[config.mk]
export PLATFORM = sky130hd
export DESIGN_NAME = shift_unit_seq
export DESIGN_NICKNAME = d
export VERILOG_FILES = /design/src/rtl/shift_unit_pkg.sv /design/src/rtl/shift_step.sv /design/src/rtl/shift_unit_seq.sv
export SDC_FILE = /design/constraint.sdc
export NUM_CORES = 1
export LEC_CHECK = 0
export CAP_MARGIN = 20
export CORE_ASPECT_RATIO = 0.9
export CORE_MARGIN = 2
export CORE_UTILIZATION = 50
export DETAILED_ROUTE_END_ITERATION = 10
export GPL_ROUTABILITY_DRIVEN = 0
export GPL_TIMING_DRIVEN = 0
export HOLD_SLACK_MARGIN = 0.12
export PLACE_DENSITY = 0.85
export SLEW_MARGIN = 20
export SYNTH_ARGS = -nofsm -noshare
export SYNTH_HDL_FRONTEND = slang
export SYNTH_HIERARCHICAL = 1
export SYNTH_SLANG_ARGS = --single-unit
[constraint.sdc]
create_clock -name clk -period 3.6 [get_ports clk]
set_clock_uncertainty 0.2 [all_clocks]
set_input_delay 0.36 -clock clk [delete_from_list [all_inputs] [get_ports clk]]
set_output_delay 0.36 -clock clk [all_outputs]
set_load 0.005 [all_outputs]
[src/rtl/shift_unit_pkg.sv]
// rtl/shift_unit_pkg.sv - shared types for the multicycle shift unit
package shift_unit_pkg;

  typedef enum logic [2:0] {
    OP_LOAD = 3'd0,
    OP_SLL  = 3'd1,
    OP_SRL  = 3'd2,
    OP_SRA  = 3'd3,
    OP_ROL  = 3'd4,
    OP_ROR  = 3'd5
  } op_t;

  typedef enum logic [1:0] {
    IDLE  = 2'd0,
    SHIFT = 2'd1,
    DONE  = 2'd2
  } state_t;

  // Reserved encodings 110/111 behave as LOAD.
  function automatic op_t decode_op(input logic [2:0] raw);
    return (raw > 3'd5) ? OP_LOAD : op_t'(raw);
  endfunction

endpackage

[src/rtl/shift_step.sv]
// rtl/shift_step.sv - one combinational shift/rotate step by k bits
module shift_step
  import shift_unit_pkg::*;
#(
  parameter int WIDTH = 32,
  parameter int KW    = 1
) (
  input  logic [WIDTH-1:0] i_data,
  input  logic [KW-1:0]    i_k,
  input  op_t              i_op,
  output logic [WIDTH-1:0] o_data
);

  // A shift by WIDTH yields zero, so k==0 rotates back to the input unchanged.
  always_comb begin
    case (i_op)
      OP_SLL:  o_data = i_data << i_k;
      OP_SRL:  o_data = i_data >> i_k;
      OP_SRA:  o_data = $signed(i_data) >>> i_k;
      OP_ROL:  o_data = (i_data << i_k) | (i_data >> (WIDTH - int'(i_k)));
      OP_ROR:  o_data = (i_data >> i_k) | (i_data << (WIDTH - int'(i_k)));
      default: o_data = i_data;
    endcase
  end

endmodule

[src/rtl/shift_unit_seq.sv]
// rtl/shift_unit_seq.sv - multicycle shift unit with source mux and start/busy/done handshake
module shift_unit_seq
  import shift_unit_pkg::*;
#(
  parameter  int WIDTH   = 32,
  parameter  int NSRC    = 3,
  parameter  int STEP    = 1,
  parameter  int SEL_W   = 3,
  localparam int SHAMT_W = $clog2(WIDTH)
) (
  input  logic                  clk,
  input  logic                  reset_n,
  input  logic                  start,
  input  logic [SEL_W-1:0]      src_sel,
  input  logic [NSRC*WIDTH-1:0] src_data,
  input  logic [SHAMT_W-1:0]    shamt,
  input  logic [2:0]            op,
  output logic                  busy,
  output logic                  done,
  output logic [WIDTH-1:0]      result,
  output logic                  sel_err
);

  localparam int KW = $clog2(STEP) + 1;

  state_t             r_state;
  state_t             w_next;
  op_t                r_op;
  op_t                w_op;
  logic [SHAMT_W-1:0] r_rem;
  logic [WIDTH-1:0]   r_result;
  logic               r_sel_err;
  logic [WIDTH-1:0]   w_src;
  logic [WIDTH-1:0]   w_shifted;
  logic               w_sel_bad;
  logic               w_accept;
  logic [KW-1:0]      w_k;

  assign w_accept = start && (r_state != SHIFT);
  assign w_op     = decode_op(op);

  always_comb begin
    w_src     = '0;
    w_sel_bad = 1'b1;
    for (int i = 0; i < NSRC; i++) begin
      if (src_sel == SEL_W'(i)) begin
        w_src     = src_data[i*WIDTH +: WIDTH];
        w_sel_bad = 1'b0;
      end
    end
  end

  always_comb begin
    if (int'(r_rem) >= STEP) w_k = KW'(STEP);
    else                     w_k = KW'(r_rem);
  end

  shift_step #(
    .WIDTH (WIDTH),
    .KW    (KW)
  ) u_step (
    .i_data (r_result),
    .i_k    (w_k),
    .i_op   (r_op),
    .o_data (w_shifted)
  );

  always_ff @(posedge clk or negedge reset_n) begin
    if (!reset_n) r_state <= IDLE;
    else          r_state <= w_next;
  end

  // SHIFT always spends one cycle with rem==0 before DONE, which gives the load cycle.
  always_comb begin
    w_next = r_state;
    case (r_state)
      SHIFT:   w_next = (r_rem == '0) ? DONE : SHIFT;
      default: w_next = w_accept ? SHIFT : IDLE;
    endcase
  end

  always_ff @(posedge clk or negedge reset_n) begin
    if (!reset_n) begin
      r_result  <= '0;
      r_rem     <= '0;
      r_op      <= OP_LOAD;
      r_sel_err <= 1'b0;
    end else if (w_accept) begin
      r_result  <= w_src;
      r_sel_err <= w_sel_bad;
      r_op      <= w_op;
      r_rem     <= (w_op == OP_LOAD) ? '0 : shamt;
    end else if (r_state == SHIFT && r_rem != '0) begin
      r_result  <= w_shifted;
      r_rem     <= r_rem - SHAMT_W'(w_k);
    end
  end

  always_comb begin
    busy = (r_state == SHIFT);
    done = (r_state == DONE);
  end

  assign result  = r_result;
  assign sel_err = r_sel_err;

endmodule
==> results.md, run 1 <==
- The flow ran to the end, and the final reports show no timing, DRC or antenna violations.
- The share of synthesized area occupied by flip-flops and latches is approximately a quarter.
- Sequential cells account for 23.6% of the total power.
- The count of nets left with antenna violations once routing finished came out at 0.
- The layout overhead on the synthesized area is 40.8%.
- sky130_fd_sc_hd__nor2_1 is the most common cell in the netlist.
- The endpoint of the most critical register-to-register path is result[22].
- In this run the tightest slew margin relative to its limit is 61.4%.
- The number of cells on the worst hold path is 2.
- The multi-input gate area in the final layout is 0.00257 mm^2.
- The mean area per synthesized cell is 8.02 um^2.
- The fill cell instance count of the final layout is 609.
- The overall die area is 0.00887 mm^2.
- The fraction of power consumed by combinational cells is 70.1%.
- The number of rows in the core area is 31.
- The peak supply drop is roughly 0.36 mV.
- The die outline height is 89.5 um.
- The first routing iteration left roughly 400 violations.
- STA classifies the critical path endpoint as a register.
- The synthesized netlist contains 49 unique library cells.
- The total power draw is 4.84 mW.
- Registers take 0.00108 mm^2.
- The total clock buffers created by CTS is 5.
- STA puts the critical path data arrival time at 2.63 ns.
- The synthesized instance count is 507.
- Summing the areas of all fa, ha and maj instances in the mapped netlist gives 0.308% of the synthesized area.
- Clock latency on the worst-skew pair, taken at its later pin, is 0.29 ns.
- The synthesized netlist devotes 0.400% of its cell area to XOR and XNOR gates.
- The fraction of layout instances using a drive strength above 1 is 17.1%.
- Measured along the x axis, the die boundary spans 99.0 um.
- Counting flops and latches in the post-synthesis netlist gives 43.
- The via count of the first global-routing pass was 4414.
- Based on the critical path, the design can be clocked at up to slightly below 400 MHz.
- Pin placement for this block handled about 150 I/O pins.
- The level count of the clock H-tree is 2.
- After detailed routing, the number of remaining DRC violations is 0.
- The worst hold path terminates at sel_err.
- The region available for standard cell placement spans 0.00795 mm^2.
- The clock drives 43 sinks.
- In this run the tool buffered the top-level ports with 142 buffer cells.
- In the synthesized netlist, the cells that appear most often are sky130_fd_sc_hd__nor2_1 (103), sky130_fd_sc_hd__dfrtp_1 (43), sky130_fd_sc_hd__inv_1 (37), sky130_fd_sc_hd__o32ai_1 (31).
- The maximum clock insertion buffer count is 2.
- The number of cells in the finished layout apart from fillers is 758.
- The via total after detailed routing is around 4700.
- The first global-routing pass estimated 21.7 mm of wire.
- In the synthesized netlist the async set-or-reset flop fraction comes to 100%.
- Of the post-synthesis cell area, the part taken by muxes is less than 1%.
- The leakage power summed over all cells is 2.19 nW.
- The worst-path maximum fanout is 10.
- The clock share of power is between 6 and 7%.
- The root buffer cell chosen for the clock tree is sky130_fd_sc_hd__clkbuf_8.
- The transition time at the pin with the least slew margin is 0.576 ns.
- The dominant register cell in the synthesized netlist is sky130_fd_sc_hd__dfrtp_1.
- The cell count after placement is 749.
- The final count of hold timing violations is 0.
- The total detailed-routing wirelength is roughly 13 mm.
- The starting utilization of the core area is between 50% and 60%.
- The top-area cell type share of the netlist area is 26.5%.
- Setup slack on the worst reg-to-reg path comes out at 1.01 ns.
- After detailed routing, the average wire length per cell comes to roughly 18 um.
- The clock-pin slew on the worst setup and hold paths is 0.08 ns.
- The number of antenna diodes in the final layout is 0.
- Net switching is about 46% of the power.
- The fraction of the mapped netlist area in compound gates is 41.4%.
- In the final design database the tool counted 769 nets.
- In this run the critical register-to-register path is launched from r_rem[3].
- Measured in cells, the most critical reg-to-reg path has a length of 8.
- After synthesis, the largest family of logic cells by area is compound AO/OA/AOI/OAI gates.
- The number of antenna violations at the first check in global routing was 0.
- Entering global routing, the biggest net connects 24 pins.
- The switching power of the nets is 2.21 mW.
- The internal portion of the total power is 2.63 mW.
- Summed over all instances, the cell type with the most area after synthesis is sky130_fd_sc_hd__dfrtp_1.
- Setup repair after global routing left no endpoint under its margin.
- Setup violations remaining at the end of the flow were counted as 0.
- The iteration count of the initial detailed-routing pass is 5.
- The worst setup path is of the register to register kind.
- The total routing resource utilization after global routing is 30.1%.
- The count of synthesis-stage warnings from yosys is 6.
- Dividing the final minimum period by the clock period gives a little under three quarters.
- The clock period minus worst slack is roughly 2.6 ns.
- In this run the most critical hold path is launched from sel_err.
- The nature of the critical path startpoint is a register.
- In this run, synthesis inferred 0 flip-flops with an integrated enable.
- For the final routed database, the setup TNS stands at 0 ns.
- The total half-perimeter wirelength after legalization and detailed placement is just over 10 mm.
- For this run the aggregate overflow at the end of global routing stands at 0.
- TritonCTS built the clock tree.
- The number of nets handed over by synthesis was 618.
- The max-slew violation count came to 0.
- The fraction of the mapped netlist area in simple logic gates is 20.4%.
- The class of the tightest hold or removal check is register to register.
- For the worst setup path, the data required time is 3.63 ns.
- The vias per cell is ~6.
- The total power per unit cell area is between 800 and 900 mW/mm^2.
- By area the synthesized netlist is led by sky130_fd_sc_hd__dfrtp_1 (26%), sky130_fd_sc_hd__nor2_1 (9.5%), sky130_fd_sc_hd__a22oi_2 (9.2%), sky130_fd_sc_hd__o32ai_1 (6.7%), sky130_fd_sc_hd__a21oi_2 (6.5%).
- Across the run, the number of max-cap violations was 0.
- The mapped netlist covers 0.00406 mm^2.
==> stage by stage <==
step / setup WS [ns] / utilization, % / instance area [um^2] / hold slack (ns)
final: 1.01 / 72.0 / 5720 / 0.286
after global routing: 0.913 / 72.0 / 5720 / 0.330
after CTS: 1.08 / 72.0 / 5720 / 0.293
after detailed placement: 1.10 / 70.8 / 5630 / 0.167
after global placement: 0.806 / 70.5 / 5610 / 0.267
after floorplan: 1.46 / - / 4060 / -0.136
==> power by group through the flow <==
stage / Sequential, mW / Combinational, mW / Clock, mW
global route: 1.18 / 3.66 / 0.326
detailed placement: 1.13 / 3.34 / 0
finish: 1.14 / 3.39 / 0.306
floorplan: 1.05 / 2.36 / 0
CTS: 1.13 / 3.35 / 0.310
global placement: 1.12 / 3.23 / 0
==> cell usage in the layout (no fill, tap or decap), types with 2 or more instances in the layout <==
cell type and instances:
sky130_fd_sc_hd__nand2_1 9, sky130_fd_sc_hd__a31oi_1 24, sky130_fd_sc_hd__a21oi_1 15, sky130_fd_sc_hd__a21boi_2 2, sky130_fd_sc_hd__o32ai_1 31, sky130_fd_sc_hd__o21ai_0 27
sky130_fd_sc_hd__o21ai_1 3, sky130_fd_sc_hd__buf_4 7, sky130_fd_sc_hd__o22ai_1 11, sky130_fd_sc_hd__mux2i_1 3, sky130_fd_sc_hd__a22oi_1 2, sky130_fd_sc_hd__clkbuf_1 20
sky130_fd_sc_hd__clkdlybuf4s50_1 141, sky130_fd_sc_hd__nor3_1 3, sky130_fd_sc_hd__a22oi_2 30, sky130_fd_sc_hd__nand2b_1 4, sky130_fd_sc_hd__buf_2 22, sky130_fd_sc_hd__nor2_1 103
sky130_fd_sc_hd__o221ai_1 21, sky130_fd_sc_hd__nor2b_1 4, sky130_fd_sc_hd__nor3b_1 30, sky130_fd_sc_hd__inv_1 37, sky130_fd_sc_hd__clkbuf_8 5, sky130_fd_sc_hd__dfrtp_1 43
sky130_fd_sc_hd__a21oi_2 30, sky130_fd_sc_hd__buf_6 4
==> layout make-up <==
cell class | count | area share, %
tap | 99 | 2.16
clock inverter | 1 | 0.0875
timing repair buffer | 144 | 25.4
clock buffer | 7 | 1.33
sequential | 43 | 18.8
multi-input combinational | 376 | 44.9
inverter | 38 | 2.54
buffer | 50 | 4.72
==> logic make-up (layout without fill, tap and decap cells) <==
group,after synthesis,in the layout
AO/OA/AOI/OAI,207,207
AND/OR/NAND/NOR,164,164
adder cells (fa/ha/maj),1,1
XOR/XNOR,1,1
buffers and inverters,88,240
flip-flops,43,43
multiplexers,3,3
==> worst max-delay path: stages (launching register included) <==
cell,delay (ns)
sky130_fd_sc_hd__dfrtp_1,0.45
sky130_fd_sc_hd__nor3_2,0.33
sky130_fd_sc_hd__nand2_1,0.31
sky130_fd_sc_hd__clkbuf_1,0.31
sky130_fd_sc_hd__o21ai_1,0.39
sky130_fd_sc_hd__nor2_1,0.09
sky130_fd_sc_hd__nor2_1,0.19
sky130_fd_sc_hd__a22oi_2,0.11
sky130_fd_sc_hd__a21oi_2,0.14
==> sequential cells by signal, summed over array words and instances (netlist names) <==
name / flops
r_rem: 5
r_state: 2
r_op: 3
result: 32
sel_err: 1
==> what timing repair did <==
action | CTS | global route
setup endpoints to repair | 0 | 0
hold buffers | 1 | 0
buffers inserted | 0 | 0
hold endpoints to repair | 20 | 0
gates resized for setup | 0 | 0
==> how the worst max path moves through the flow <==
stage / to / slack [ns] / start
5_1_grt: result[18] / 0.91 / r_rem[3]
3_3_place_gp: result[25] / 0.81 / reset_n
3_5_place_dp: result[5] / 1.10 / r_rem[3]
6_report: result[22] / 1.01 / r_rem[3]
2_1_floorplan: result[26] / 1.46 / r_rem[4]
4_1_cts: result[5] / 1.08 / r_rem[3]
==> metal layers <==
layer / wire (um) / GRT usage (%) / vias up
li1: - / - / 2192
met1: 5500 / 39.1 / 2199
met2: 6500 / 51.8 / 260
met3: 1220 / 6.57 / 22
met4: 210 / 7.47 / 0
met5: 0 / 0 / -
(Power assumes the default switching activity.)
==> inputs of run 2 (changes only) <==
--- a/config.mk
+++ b/config.mk
@@ -8,12 +8,12 @@
 export CAP_MARGIN = 20
 export CORE_ASPECT_RATIO = 0.9
 export CORE_MARGIN = 2
-export CORE_UTILIZATION = 50
+export CORE_UTILIZATION = 46
 export DETAILED_ROUTE_END_ITERATION = 10
 export GPL_ROUTABILITY_DRIVEN = 0
 export GPL_TIMING_DRIVEN = 0
 export HOLD_SLACK_MARGIN = 0.12
-export PLACE_DENSITY = 0.85
+export PLACE_DENSITY = 0.79
 export SLEW_MARGIN = 20
 export SYNTH_ARGS = -nofsm -noshare
 export SYNTH_HDL_FRONTEND = slang
==> constraint.sdc (replaced) <==
create_clock -name clk -period 2.5 [get_ports clk]
set_clock_uncertainty 0.2 [all_clocks]
set_input_delay 0.25 -clock clk [delete_from_list [all_inputs] [get_ports clk]]
set_output_delay 0.25 -clock clk [all_outputs]
set_load 0.005 [all_outputs]
==> run 2 against run 1 <==
Compared with the run above: final cell count increased by 2.6%; sequential power is 45% higher; die area up 8.3%; via count decreased by 0.96%; fmax rose by 7.9%; design area is 0.92% higher; critical path depth fell by 1; global-route usage fell by 1.2 points; flip-flop and latch count is the same; worst setup slack lost 0.91 ns; critical endpoint is now result[5]; largest power group unchanged.
==> results.md, run 2 (same netlist as run 1, synthesis figures left out) <==
- The run finished with clean final reports.
- The class of the tightest hold or removal check is primary input to async pin.
- The insertion delay of the later-clocked pin in the worst-skew pair is 0.31 ns (+0.02 ns).
- The residual overflow from global routing is 0 (unchanged).
- The residual antenna-violating net count after detailed routing is 0 (unchanged).
- Setup repair after global routing left no endpoint under its margin.
- The critical path goes through nor3_2 -> nand2_2 -> clkbuf_1 -> clkbuf_2 -> a31oi_1 -> a22oi_2 -> a21oi_2.
- In this run the worst setup path begins at r_rem[3].
- The total power per unit cell area came to 1220 mW/mm^2 (+44%).
- The worst reg2reg path depth is 7 (-1).
- The via count of the first global-routing pass was 4530 (+2.6%).
- The worst setup path is captured at a register.
- The die outline width is 103 um (+4.1%).
- The cell count after placement came to 769 (+2.7%).
- The top-level port count was 145 (unchanged).
- The total clock buffers created by CTS is 5 (unchanged).
- The clock period minus worst slack came to 2.40 ns (-0.190 ns).
- The setup-violating endpoint count in the final report is 0 (unchanged).
- The post-route clock period utilization is 96.0% (+24 points).
- The post-CTS setup buffer count is 0 (unchanged).
- Leaving out fill and tap cells, the most frequent cells in the layout are sky130_fd_sc_hd__clkdlybuf4s50_1 (141), sky130_fd_sc_hd__nor2_1 (103), sky130_fd_sc_hd__dfrtp_1 (43), sky130_fd_sc_hd__inv_1 (37), sky130_fd_sc_hd__o32ai_1 (31).
- The number of antenna violations at the first check in global routing is 0 (unchanged).
- The library cell used most frequently in the layout, excluding fill and tap cells, is sky130_fd_sc_hd__clkdlybuf4s50_1.
- The starting utilization of the core area came to 47.4% (-3.7 points).
- The area of the core is 0.00857 mm^2 (+7.8%).
- The instance count on the critical path is 7 (-1).
- The total routing resource utilization after global routing came to 28.9% (-1.2 points).
- The maximum clock insertion buffer count came to 2 (unchanged).
- The number of cells in the finished layout apart from fillers is 778 (+2.6%).
- The worst-path maximum fanout is 10 (unchanged).
- The fill cell instance count of the final layout is 735 (+21%).
- The max-slew violation count is 0 (unchanged).
- The global-route wire length before repair is 22.1 mm (+1.9%).
- The library cell contributing the largest single delay on the critical path is sky130_fd_sc_hd__dfrtp_1.
- The via total after detailed routing is 4628 (-0.96%).
- The switching power of the nets is 3.20 mW (+45%).
- The number of inserted diodes is 0 (unchanged).
- Relative to the synthesized area, the layout overhead comes to 42.1%.
- The number of design rule violations left after detail routing is 0 (unchanged).
- The endpoint required time on the critical path came to 2.54 ns (-1.09 ns).
- The number of buffer and inverter instances along the worst setup path is 2 (+1).
- The peak supply drop is 0.538 mV (+49%).
- The level count of the clock H-tree is 2 (unchanged).
- In this run the worst setup path terminates at result[5].
- The clock share of power is 7.2% (+0.9 points).
- The clock-pin slew on the worst setup and hold paths is 0.08 ns (about the same).
- The fraction of power consumed by combinational cells came to 69.5% (-0.6 points).
- The vias per cell is 5.95 (-3.5%).
- The worst relative slew slack is 59.5% (-1.9 points).
- The final net count came to 769 (unchanged).
- The area of all placed cells without fillers is 0.00578 mm^2 (+0.92%).
- The number of buffers inserted by port buffering is 142 (unchanged).
- The power share of the sequential group is 23.3% (-0.3 points).
- The number of design-rule violations left by the first detailed-router iteration was 409 (+1.7%).
- The CTS sink count came to 43 (unchanged).
- The origin of the critical flop-to-flop path is r_rem[3].
- The number of rows in the core area was 32 (+3.2%).
- The design internal power is 3.86 mW (+46%).
- The mean routed wirelength per cell came to 17.9 um (+0.81%).
- The data arrival time at the worst-slack endpoint is 2.44 ns (-0.19 ns).
- The largest stage delay on the critical path is 0.44 ns (about the same).
- CTS placed an instance of sky130_fd_sc_hd__clkbuf_8 at the clock tree root.
- The flip-flop count of the largest register after layout came to 32 (unchanged).
- The iteration count of the initial detailed-routing pass is 5 (unchanged).
- The path type of the worst setup path is register to register.
- The total half-perimeter wirelength after legalization and detailed placement is 10.7 mm (+4.9%).
- TritonCTS built the clock tree.
- The total detailed-routing wirelength is 13.9 mm (+3.5%).
- The die outline height is 93.2 um (+4.1%).
- The switching power as a share of total power came to 45.4% (-0.20 points).
- The number of violations of the max-capacitance limit was 0 (unchanged).
- The overall die area came to 0.00960 mm^2 (+8.3%).
- The endpoint of the most critical register-to-register path is result[5].
- The total power draw is 7.06 mW (+46%).
- The transition time at the pin with the least slew margin is 0.608 ns (+0.0320 ns).
- The end-of-flow core utilization is 67.4% (-4.6 points).
- Grouping stages by cell kind, the critical path spends the most delay in simple AND/OR/NAND/NOR gates.
- The final count of hold timing violations came to 0 (unchanged).
- The total cell area at the placement stage is 0.00566 mm^2 (+0.44%).
- The nature of the critical path startpoint is a register.
- The largest net degree at the start of global routing is 25 (+4.2%).
- The fraction of layout instances using a drive strength above 1 is 17.9% (+0.76 points).
- The maximum frequency from static timing analysis is 416 MHz (+7.9%).
- The leakage power summed over all cells is 2.21 nW (+0.74%).
- The register-to-register path setup slack is 0.1 ns (-0.91 ns).
==> run 2: cell types whose count changed in the layout (fill, tap and decap cells not counted), sizes merged <==
| cell | delta |
|---|---|
| clkbuf | +1 |
| clkinv | -1 |
==> run 2: final cells by class <==
| type | instances | area (um^2) | share of cell area, % |
|---|---|---|---|
| multi-input cells | 376 | 2580 | 44.6 |
| repair buffers | 144 | 1450 | 25.2 |
| flip-flops and latches | 43 | 1080 | 18.6 |
| plain buffers | 50 | 273 | 4.72 |
| well taps | 119 | 149 | 2.58 |
| inverters | 38 | 145 | 2.51 |
| clock buffers | 8 | 100 | 1.73 |
==> run 2: worst reg2reg max path, stage by stage (launching register included) <==
cell and delay (ns):
sky130_fd_sc_hd__dfrtp_1 0.44, sky130_fd_sc_hd__nor3_2 0.33, sky130_fd_sc_hd__nand2_2 0.23, sky130_fd_sc_hd__clkbuf_1 0.30
sky130_fd_sc_hd__clkbuf_2 0.27, sky130_fd_sc_hd__a31oi_1 0.29, sky130_fd_sc_hd__a22oi_2 0.14, sky130_fd_sc_hd__a21oi_2 0.14
==> run 2: worst min path at each step <==
stage            start       end  depth (start not counted)
2_1_floorplan  reset_n   r_op[0]                          0
3_3_place_gp   sel_err   sel_err                          2
3_5_place_dp   reset_n  r_rem[0]                          1
4_1_cts        sel_err   sel_err                          2
5_1_grt        sel_err   sel_err                          2
6_report       reset_n  r_rem[0]                          2
==> run 2: layer usage <==
metal	vias to the layer above	global-route usage, %	wire length (um)	part of all wire (%)
met5	-	0	0	0
li1	2190	-	-	-
met2	233	48.3	6720	48
met1	2179	37.9	5770	42
met4	0	9.65	282	2.0
met3	26	4.71	1120	8.0
==> run 2: what timing repair did <==
item	CTS	global route
hold buffers	1	0
endpoints found under the hold margin	23	0
resized for setup	0	6
endpoints found under the setup margin	0	30
==> run 2: power by group through the flow <==
stage | sequential [mW] | clock (mW) | combinational [mW]
after global routing | 1.71 | 0.532 | 5.34
after global placement | 1.62 | 0 | 4.67
after CTS | 1.62 | 0.506 | 4.86
after floorplan | 1.51 | 0 | 3.40
final | 1.65 | 0.507 | 4.90
after detailed placement | 1.63 | 0 | 4.84
==> run 2: through the flow <==
stage / setup TNS [ns] / hold slack [ns] / setup slack [ns]
4_1_cts: 0 / 0.298 / 0.00984
6_report: 0 / 0.285 / 0.0990
2_1_floorplan: 0 / -0.246 / 0.363
3_3_place_gp: -7.32 / 0.270 / -0.174
5_1_grt: 0 / 0.337 / 0.00104
3_5_place_dp: 0 / 0.0884 / 0.0286
==> inputs of run 3 (changes only) <==
--- a/config.mk
+++ b/config.mk
@@ -5,15 +5,14 @@
 export SDC_FILE = /design/constraint.sdc
 export NUM_CORES = 1
 export LEC_CHECK = 0
-export CAP_MARGIN = 20
 export CORE_ASPECT_RATIO = 0.9
 export CORE_MARGIN = 2
 export CORE_UTILIZATION = 46
 export DETAILED_ROUTE_END_ITERATION = 10
-export GPL_ROUTABILITY_DRIVEN = 0
 export GPL_TIMING_DRIVEN = 0
 export HOLD_SLACK_MARGIN = 0.12
 export PLACE_DENSITY = 0.79
+export RECOVER_POWER = 100
 export SLEW_MARGIN = 20
 export SYNTH_ARGS = -nofsm -noshare
 export SYNTH_HDL_FRONTEND = slang
==> run 3 against run 2 <==
Compared with the run above: clock power is 13% lower; non-clock buffer count unchanged; first-iteration DRC count fell by 21%; final cell count did not move; critical path type unchanged.
==> results.md, run 3 (same netlist as run 1, synthesis figures left out) <==
- Setup repair after global routing left no endpoint under its margin.
- The number of buffers inserted by port buffering is 142 (unchanged).
- The congestion estimate from routability-driven global placement came to 0.912.
- The transition time at the pin with the least slew margin is 1.43 ns (+0.824 ns).
- The run finished with clean final reports.
- The worst relative slew slack is 4.57% (-55 points).
- The die outline height is 93.2 um (unchanged).
- The worst setup path is captured at a register.
- The peak supply drop is 0.532 mV (-1.1%).
- The leakage power summed over all cells is 2.19 nW (-0.75%).
- The total half-perimeter wirelength after legalization and detailed placement was 10.7 mm (+0.74%).
- The total power draw is 6.68 mW (-5.4%).
- The area of the core is 0.00857 mm^2 (unchanged).
- The total power per unit cell area is 1180 mW/mm^2 (-3.8%).
- The residual antenna-violating net count after detailed routing is 0 (unchanged).
- The overall die area is 0.00960 mm^2 (unchanged).
- The final count of hold timing violations was 0 (unchanged).
- The class of the tightest hold or removal check is register to register.
- The vias per cell is 6.01 (+1.0%).
- The kind of cell adding the most delay to the critical path is simple AND/OR/NAND/NOR gates.
- The iteration count of the initial detailed-routing pass came to 5 (unchanged).
- The register-to-register path setup slack is 0.12 ns (+0.03 ns).
- The via count of the first global-routing pass is 4489 (-0.91%).
- The final net count is 769 (unchanged).
- The layout overhead on the synthesized area is 39.7%.
- The number of violations of the max-capacitance limit is 0 (unchanged).
- The residual overflow from global routing was 0 (unchanged).
- The fraction of layout instances using a drive strength above 1 is 14.7% (-3.2 points).
- The clock-pin slew on the worst setup and hold paths was 0.09 ns (about the same).
- The mean routed wirelength per cell is 17.9 um (+0.49%).
- The flip-flop count of the largest register after layout is 32 (unchanged).
- The data arrival time at the worst-slack endpoint is 2.41 ns (-0.03 ns).
- The total cell area at the placement stage is 0.00566 mm^2 (unchanged).
- The number of design-rule violations left by the first detailed-router iteration came to 325 (-21%).
- The number of buffer and inverter instances along the worst setup path came to 1 (-1).
- The total clock buffers created by CTS was 5 (unchanged).
- The number of antenna violations at the first check in global routing is 0 (unchanged).
- The critical path's most frequent cell is sky130_fd_sc_hd__nor2_1.
- The library cell contributing the largest single delay on the critical path is sky130_fd_sc_hd__dfrtp_1.
- The nature of the critical path startpoint is a register.
- The CTS sink count came to 43 (unchanged).
- The endpoint required time on the critical path came to 2.54 ns (about the same).
- The total routing resource utilization after global routing is 28.9% (about the same).
- The post-route clock period utilization came to 95.0% (-1.0 points).
- The level count of the clock H-tree was 2 (unchanged).
- The clock period minus worst slack came to 2.38 ns (-0.0257 ns).
- The number of inserted diodes is 0 (unchanged).
- In the layout the commonest cells are sky130_fd_sc_hd__clkdlybuf4s50_1 (106), sky130_fd_sc_hd__nor2_1 (103), sky130_fd_sc_hd__dfrtp_1 (43), sky130_fd_sc_hd__inv_1 (37), sky130_fd_sc_hd__dlygate4sd3_1 (36).
- The root buffer cell chosen for the clock tree is sky130_fd_sc_hd__clkbuf_8.
- The signal on the critical path passes through nor3_4 -> nand2_2 -> clkbuf_1 -> o21ai_1 -> nor2_1 -> nor2_1 -> a22oi_2 -> a21oi_2.
- The worst-path maximum fanout is 10 (unchanged).
- The largest stage delay on the critical path came to 0.46 ns (+0.02 ns).
- The global-route wire length before repair is 22.1 mm (about the same).
- The starting utilization of the core area is 47.4% (unchanged).
- The largest net degree at the start of global routing is 24 (-4.0%).
- The post-CTS setup buffer count is 0 (unchanged).
- The max-slew violation count is 0 (unchanged).
- The worst setup path is of the register to register kind.
- The maximum clock insertion buffer count is 2 (unchanged).
- The via total after detailed routing is 4676 (+1.0%).
- The number of rows in the core area was 32 (unchanged).
- TritonCTS built the clock tree.
- The total detailed-routing wirelength is 14.0 mm (+0.49%).
- The setup-violating endpoint count in the final report was 0 (unchanged).
- The top-level port count is 145 (unchanged).
- The insertion delay of the later-clocked pin in the worst-skew pair is 0.29 ns (-0.02 ns).
- The library cell used most frequently in the layout, excluding fill and tap cells, is sky130_fd_sc_hd__clkdlybuf4s50_1.
- The maximum frequency from static timing analysis is 421 MHz (+1.1%).
- The area of all placed cells without fillers is 0.00568 mm^2 (-1.7%).
- The number of design rule violations left after detail routing was 0 (unchanged).
- The final total negative setup slack is 0 ns (unchanged).
- The die outline width is 103 um (unchanged).
==> run 3: changes by cell type in the layout (fill, tap and decap cells not counted), moves of 2 or more <==
cell	change
sky130_fd_sc_hd__clkdlybuf4s50_1	-35
sky130_fd_sc_hd__dlygate4sd3_1	+35
sky130_fd_sc_hd__a21oi_1	+11
sky130_fd_sc_hd__a21oi_2	-11
sky130_fd_sc_hd__a22oi_1	+3
sky130_fd_sc_hd__a22oi_2	-3
sky130_fd_sc_hd__buf_4	-3
sky130_fd_sc_hd__clkbuf_1	+2
sky130_fd_sc_hd__clkbuf_4	+2
sky130_fd_sc_hd__clkbuf_8	-2
==> run 3: stage by stage <==
step,util (%),cells,hold slack [ns],setup slack [ns]
2_1_floorplan,-,507,-0.246,0.363
3_3_place_gp,65.8,768,0.265,-0.255
3_5_place_dp,66.0,769,0.0851,0.0184
4_1_cts,67.1,778,0.300,0.0932
5_1_grt,66.3,778,0.340,0.00945
6_report,66.3,778,0.284,0.125
==> run 3: report_power, final <==
part | leakage, nW | switching (mW) | internal [mW]
Clock | 0.0422 | 0.246 | 0.197
Combinational | 1.65 | 2.30 | 2.30
Sequential | 0.501 | 0.552 | 1.09
Total | 2.19 | 3.09 | 3.58
==> run 3: timing repair <==
action / 4_1_cts / 5_1_grt
hold endpoints to repair: 22 / 0
gates resized for setup: 1 / 5
hold buffers: 1 / 0
endpoints found under the setup margin: 2 / 26
==> run 3: layout make-up <==
type,count,area [um^2]
Buffer,50,270
Fill cell,781,2890
Sequential cell,43,1080
Multi-Input combinational cell,376,2500
Clock buffer,7,76.3
Inverter,38,145
Tap cell,119,149
Timing Repair Buffer,144,1450
Clock inverter,1,5.00
==> run 3: layer usage <==
layer  up-vias  wire length [um]  track usage, %
met2       264              6690            48.2
met5         -                 0               0
met4         0               199            6.69
li1       2189                 -               -
met3        24              1080            4.86
met1      2199              5990            39.1
==> run 3: path summary, 6_finish.rpt <==
kind,startpoint,endpoint,cells past startpoint
worst max register to register,r_rem[3],result[22],8
worst min register to register,sel_err,sel_err,2
max in group asynchronous,reset_n,result[2],2
worst min-delay path,sel_err,sel_err,2
min in group asynchronous,reset_n,r_rem[0],2
worst max-delay path,r_rem[3],result[22],8
==> run 3: worst min-delay path, stage by stage, from the launching register on <==
cell and delay, ns:
sky130_fd_sc_hd__dfrtp_1 0.35, sky130_fd_sc_hd__nand2_1 0.04, sky130_fd_sc_hd__o21ai_0 0.06
==> variant 1: new RTL, config.mk and constraints of run 3 <==
The parameter `NSRC` goes from 3 to 2.
--- a/src/rtl/shift_unit_seq.sv
+++ b/src/rtl/shift_unit_seq.sv
@@ -5,3 +5,3 @@
   parameter  int WIDTH   = 32,
-  parameter  int NSRC    = 3,
+  parameter  int NSRC    = 2,
   parameter  int STEP    = 1,
Interface: changed (resized src_data); port bits go from 145 to 113. The function was not compared with the original's and may differ.
==> variant 1 against run 3 <==
Via count fell by 23%; total power fell by 7.4%; clock power rose by 29%; area after synthesis fell by 17%; sequential cell count did not move; wire length fell by 28%; design area fell by 20%; worst setup slack improved by 56 ps; largest cell class unchanged; largest power group unchanged; highest routed layer unchanged.
==> variant 1: results (changes against run 3) <==
* Status: complete, no violations
* Vias in the first global route at 3343 (-26%)
* VDD IR max at 0.649 mV (+22%)
* Cell variety after synth at 48 (-2.0%)
* Placed Instances at 600 (-22%)
* # fillers at 621 (-20%)
* Hold_sp: start
* Syn_nets at 475 (-23%)
* Worst r2r src: r_rem[2]
* First-pass GRT wire length at 15900 um (-28%)
* Hold crit path type: in -> reg
* FF-to-FF End: result[27]
* Largest net degree at the start of global routing at 24 (unchanged)
* Seq/Total Area, Yosys at 32.1% (+5.6 points)
* Port-buffer cells at 110 (-23%)
* Max_slew headroom at 21.5% (+17 points)
* Static leakage at 1.92 nW (-12%)
* Via density at 5.93 (-1.4%)
* Final wirelength at 9990 um (-28%)
* Int Pwr at 3.31 mW (-7.5%)
* Top post-synthesis cells by area: dfrtp_1, o211ai_2, mux2i_1
* Share of cells above drive strength 1 at 7.56% (-7.2 points)
* FF-to-FF path depth at 9 (+1)
* Min-Delay Path Depth at 3 (+1)
* Placed cell area at 4590 sq um (-19%)
* Final hold slack at 128 ps (-157 ps)
* Final nets at 594 (-23%)
* Avg Inst Size Synth at 8.47 sq um (+5.7%)
* Total GRT Usage at 24.3% (-4.6 points)
* Design Power at 6.18 mW (-7.4%)
* WL/cell at 16.4 um (-8.6%)
* Post-DP HPWL at 7360 um (-31%)
* Antenna diodes at 0 (unchanged)
* Most frequent cells after synthesis: nand2_1, dfrtp_1, nor2_1, mux2i_1, o211ai_2
* Flop-to-flop setup slack at 180 ps (+60 ps)
* Hold EP: r_rem[3]
* CP arrival at 2300 ps (-110 ps)
## variant 1: final cells by class
type	instances	area, sq um	area share [%]
Tap cell	93	116	2.55
Inverter	8	30.0	0.658
Buffer	34	185	4.06
Clock buffer	6	82.6	1.81
Multi-Input combinational cell	311	1930	42.3
Clock inverter	2	35.0	0.768
Sequential cell	43	1080	23.6
Timing Repair Buffer	112	1110	24.3
## variant 1: power by group through the flow
stage	Sequential [mW]	Clock, mW	Combinational, mW
after floorplan	1.49	0	3.05
after global placement	1.60	0	4.20
after detailed placement	1.61	0	4.35
after CTS	1.60	0.580	4.36
after global routing	1.66	0.601	4.47
final	1.60	0.572	4.01
## variant 1: metal layers
layer,wire length (um),GRT usage (%),vias up
met5,0,0,-
met1,4370,33.1,1699
li1,-,-,1711
met4,121,4.74,0
met3,800,4.17,14
met2,4700,41.0,186
## variant 1: timing repair
action	4_1_cts	5_1_grt
endpoints found under the setup margin	0	32
resized for setup	0	3
hold endpoints to repair	20	0
hold buffers	1	0
buffers inserted	0	0
## variant 1: logic make-up after synthesis
logic type | synth area share [%]
AO/OA/AOI/OAI | 32.8
XOR/XNOR | 0.485
adder cells (fa/ha/maj) | 0.373
buffers and inverters | 6.45
flip-flops | 32.1
multiplexers | 9.85
AND/OR/NAND/NOR | 17.9
## variant 1: stage by stage
step           util, %  worst slack, ps  setup TNS [ps]
4_1_cts           66.7             67.4               0
3_3_place_gp      64.6             -184           -7840
6_report          64.5              181               0
2_1_floorplan        -              366               0
5_1_grt           64.5             20.6               0
3_5_place_dp      64.9             84.6               0
## variant 1: critical path, stage by stage (launching register included)
cell and delay, ps:
dfrtp_1 450, nor3_2 90, nand2_1 250, a21boi_1 310, a21boi_2 280, buf_6 180, o22ai_1 80, a31o_1 190
nand2_1 80, o211ai_2 90
==> variant 2: new RTL, settings of run 3 <==
Without the edit above. Put one more register stage on the output `result`. The value now appears one clock later. The other outputs are not delayed to match.
--- a/src/rtl/shift_unit_seq.sv
+++ b/src/rtl/shift_unit_seq.sv
@@ -103,3 +103,5 @@
 
-  assign result  = r_result;
+  always_ff @(posedge clk) begin
+    result <= r_result;
+  end
   assign sel_err = r_sel_err;
Check against the original RTL: not equivalent (Yosys sat finds a counterexample within 4 cycles, from zero or initial values and one cycle with reset_n low).
==> variant 2 against run 3 <==
Area after synthesis up 13%; via count rose by 4.7%; hold slack lost 38 ps; wire length up 4.6%; die area is 13% higher; critical path type unchanged; sequential cell count is 32 higher; worst setup slack gained 8.1 ps; total power is 27% higher; clock power is 130% higher; core utilization decreased by 0.31 points; design area increased by 13%; cell count grew 6.3%; critical path depth grew 1.
==> variant 2: results (changes against run 3) <==
* Async set-reset flop share out of synthesis at 57.3% (-43 points)
* Critical Path Source Type: flop
* Most frequent cells after synthesis: nor2_1, dfrtp_1, inv_1, dfxtp_1, o32ai_1
* Static leakage at 2.52 nW (+15%)
* Largest net degree at the start of global routing at 29 (+21%)
* TritonCTS Buffers at 9 (+4)
* Root Driver: clkbuf_8
* Share of cells above drive strength 1 at 14.0% (-0.74 points)
* Top Registers: r_result: 32 flops, result: 32 flops, r_rem: 5 flops
* Seq/Total Area, Yosys at 37.3% (+11 points)
* Placed Instances at 807 (+4.9%)
* GP Congestion at 0.919 (+0.82%)
* Vias in the first global route at 4719 (+5.1%)
* Placed cell area at 6190 sq um (+9.5%)
* Antenna violations before repair at 0 (unchanged)
* Hold_sp: r_result[27]
* Post-DP HPWL at 10800 um (+0.81%)
* VDD IR max at 0.516 mV (-2.9%)
* Synth Instances at 538 (+6.1%)
* Clock Latency Late Sink at 350 ps (+60 ps)
* Cell variety after synth at 46 (-6.1%)
* 1st-pass router iterations at 6 (+1)
* Worst-Margin Slew at 845 ps (-587 ps)
* Maximum clock insertion buffer count at 2 (unchanged)
* Status: complete, no violations
* Antenna diodes at 0 (unchanged)
* First-pass GRT wire length at 23500 um (+6.3%)
* Warnings from Yosys at 6 (unchanged)
* H-tree levels at 3 (+1)
* Clock-pin slew on the worst setup and hold paths at 90 ps (about the same)
* Setup WS pre-CTS at 5.77 ps (-12.7 ps)
* Sw Ratio at 41.8% (-4.6 points)
* Final std cells w/o fill at 827 (+6.3%)
* Starting DRT DRC Count at 451 (+39%)
* Total GRT Usage at 27.1% (-1.8 points)
* Antenna-violating nets left at 0 (unchanged)
* CP arrival at 2390 ps (-20 ps)
* Top post-synthesis cells by area: dfrtp_1, dfxtp_1, nor2_1
* Port-buffer cells at 142 (unchanged)
* Syn_nets at 649 (+5.0%)
* Final wirelength at 14600 um (+4.6%)
* Hold crit path type: reg -> reg
* Vias after detailed routing at 4896 (+4.7%)
* Crit path max fanout at 10 (unchanged)
* Worst r2r src: r_rem[2]
variant 2: cells by family after synthesis:
family	count (synthesis)	share of synthesized area (%)
xor+xnor	2	0.544
buf+inv	88	8.95
compound gates	203	34.0
mux	3	0.653
flops	75	37.3
fa+ha+maj	1	0.272
simple gates	166	18.3
variant 2: what timing repair did:
| item | CTS | global route |
|---|---|---|
| endpoints found under the setup margin | 4 | 26 |
| setup buffers | 0 | 3 |
| endpoints found under the hold margin | 43 | 0 |
| pin swaps | 0 | 1 |
| resized for setup | 1 | 5 |
| hold buffers | 1 | 0 |
variant 2: final timing paths:
kind / endpoint / slack, ps / cells past startpoint
max in group asynchronous: r_result[1] / 530 / 3
max: r_result[7] / 130 / 9
min in group asynchronous: r_result[27] / 340 / 2
min: result[27] / 250 / 0
max reg2reg: r_result[7] / 130 / 9
min reg2reg: result[27] / 250 / 0
variant 2: cell type report:
class	count	area [sq um]
fillers	813	3300
multi-input cells	375	2450
flip-flops and latches	75	1720
repair buffers	147	1450
plain buffers	50	262
well taps	126	158
inverters	38	144
clock buffers	11	141
clock inverters	5	77.6
variant 2: layer usage:
metal / wire, um / GRT usage (%) / vias up
met5: 0 / 0 / -
met4: 266 / 7.01 / 0
met3: 1250 / 4.50 / 31
met2: 6990 / 45.2 / 283
met1: 6080 / 36.4 / 2289
li1: - / - / 2293
variant 2: worst max-delay path: stages (launching register included):
cell	delay (ps)
dfrtp_1	440
nor3_4	280
nand2_2	210
a21boi_2	230
a21boi_2	190
buf_2	200
nor2_1	140
a31oi_1	70
a22oi_2	200
a21oi_2	70
variant 2: power by group through the flow:
stage	combinational [mW]	sequential [mW]	clock, mW
detailed placement	4.98	2.52	0
floorplan	3.54	2.36	0
finish	4.93	2.49	1.03
global route	5.39	2.58	1.09
CTS	5.02	2.49	1.04
global placement	4.82	2.49	0
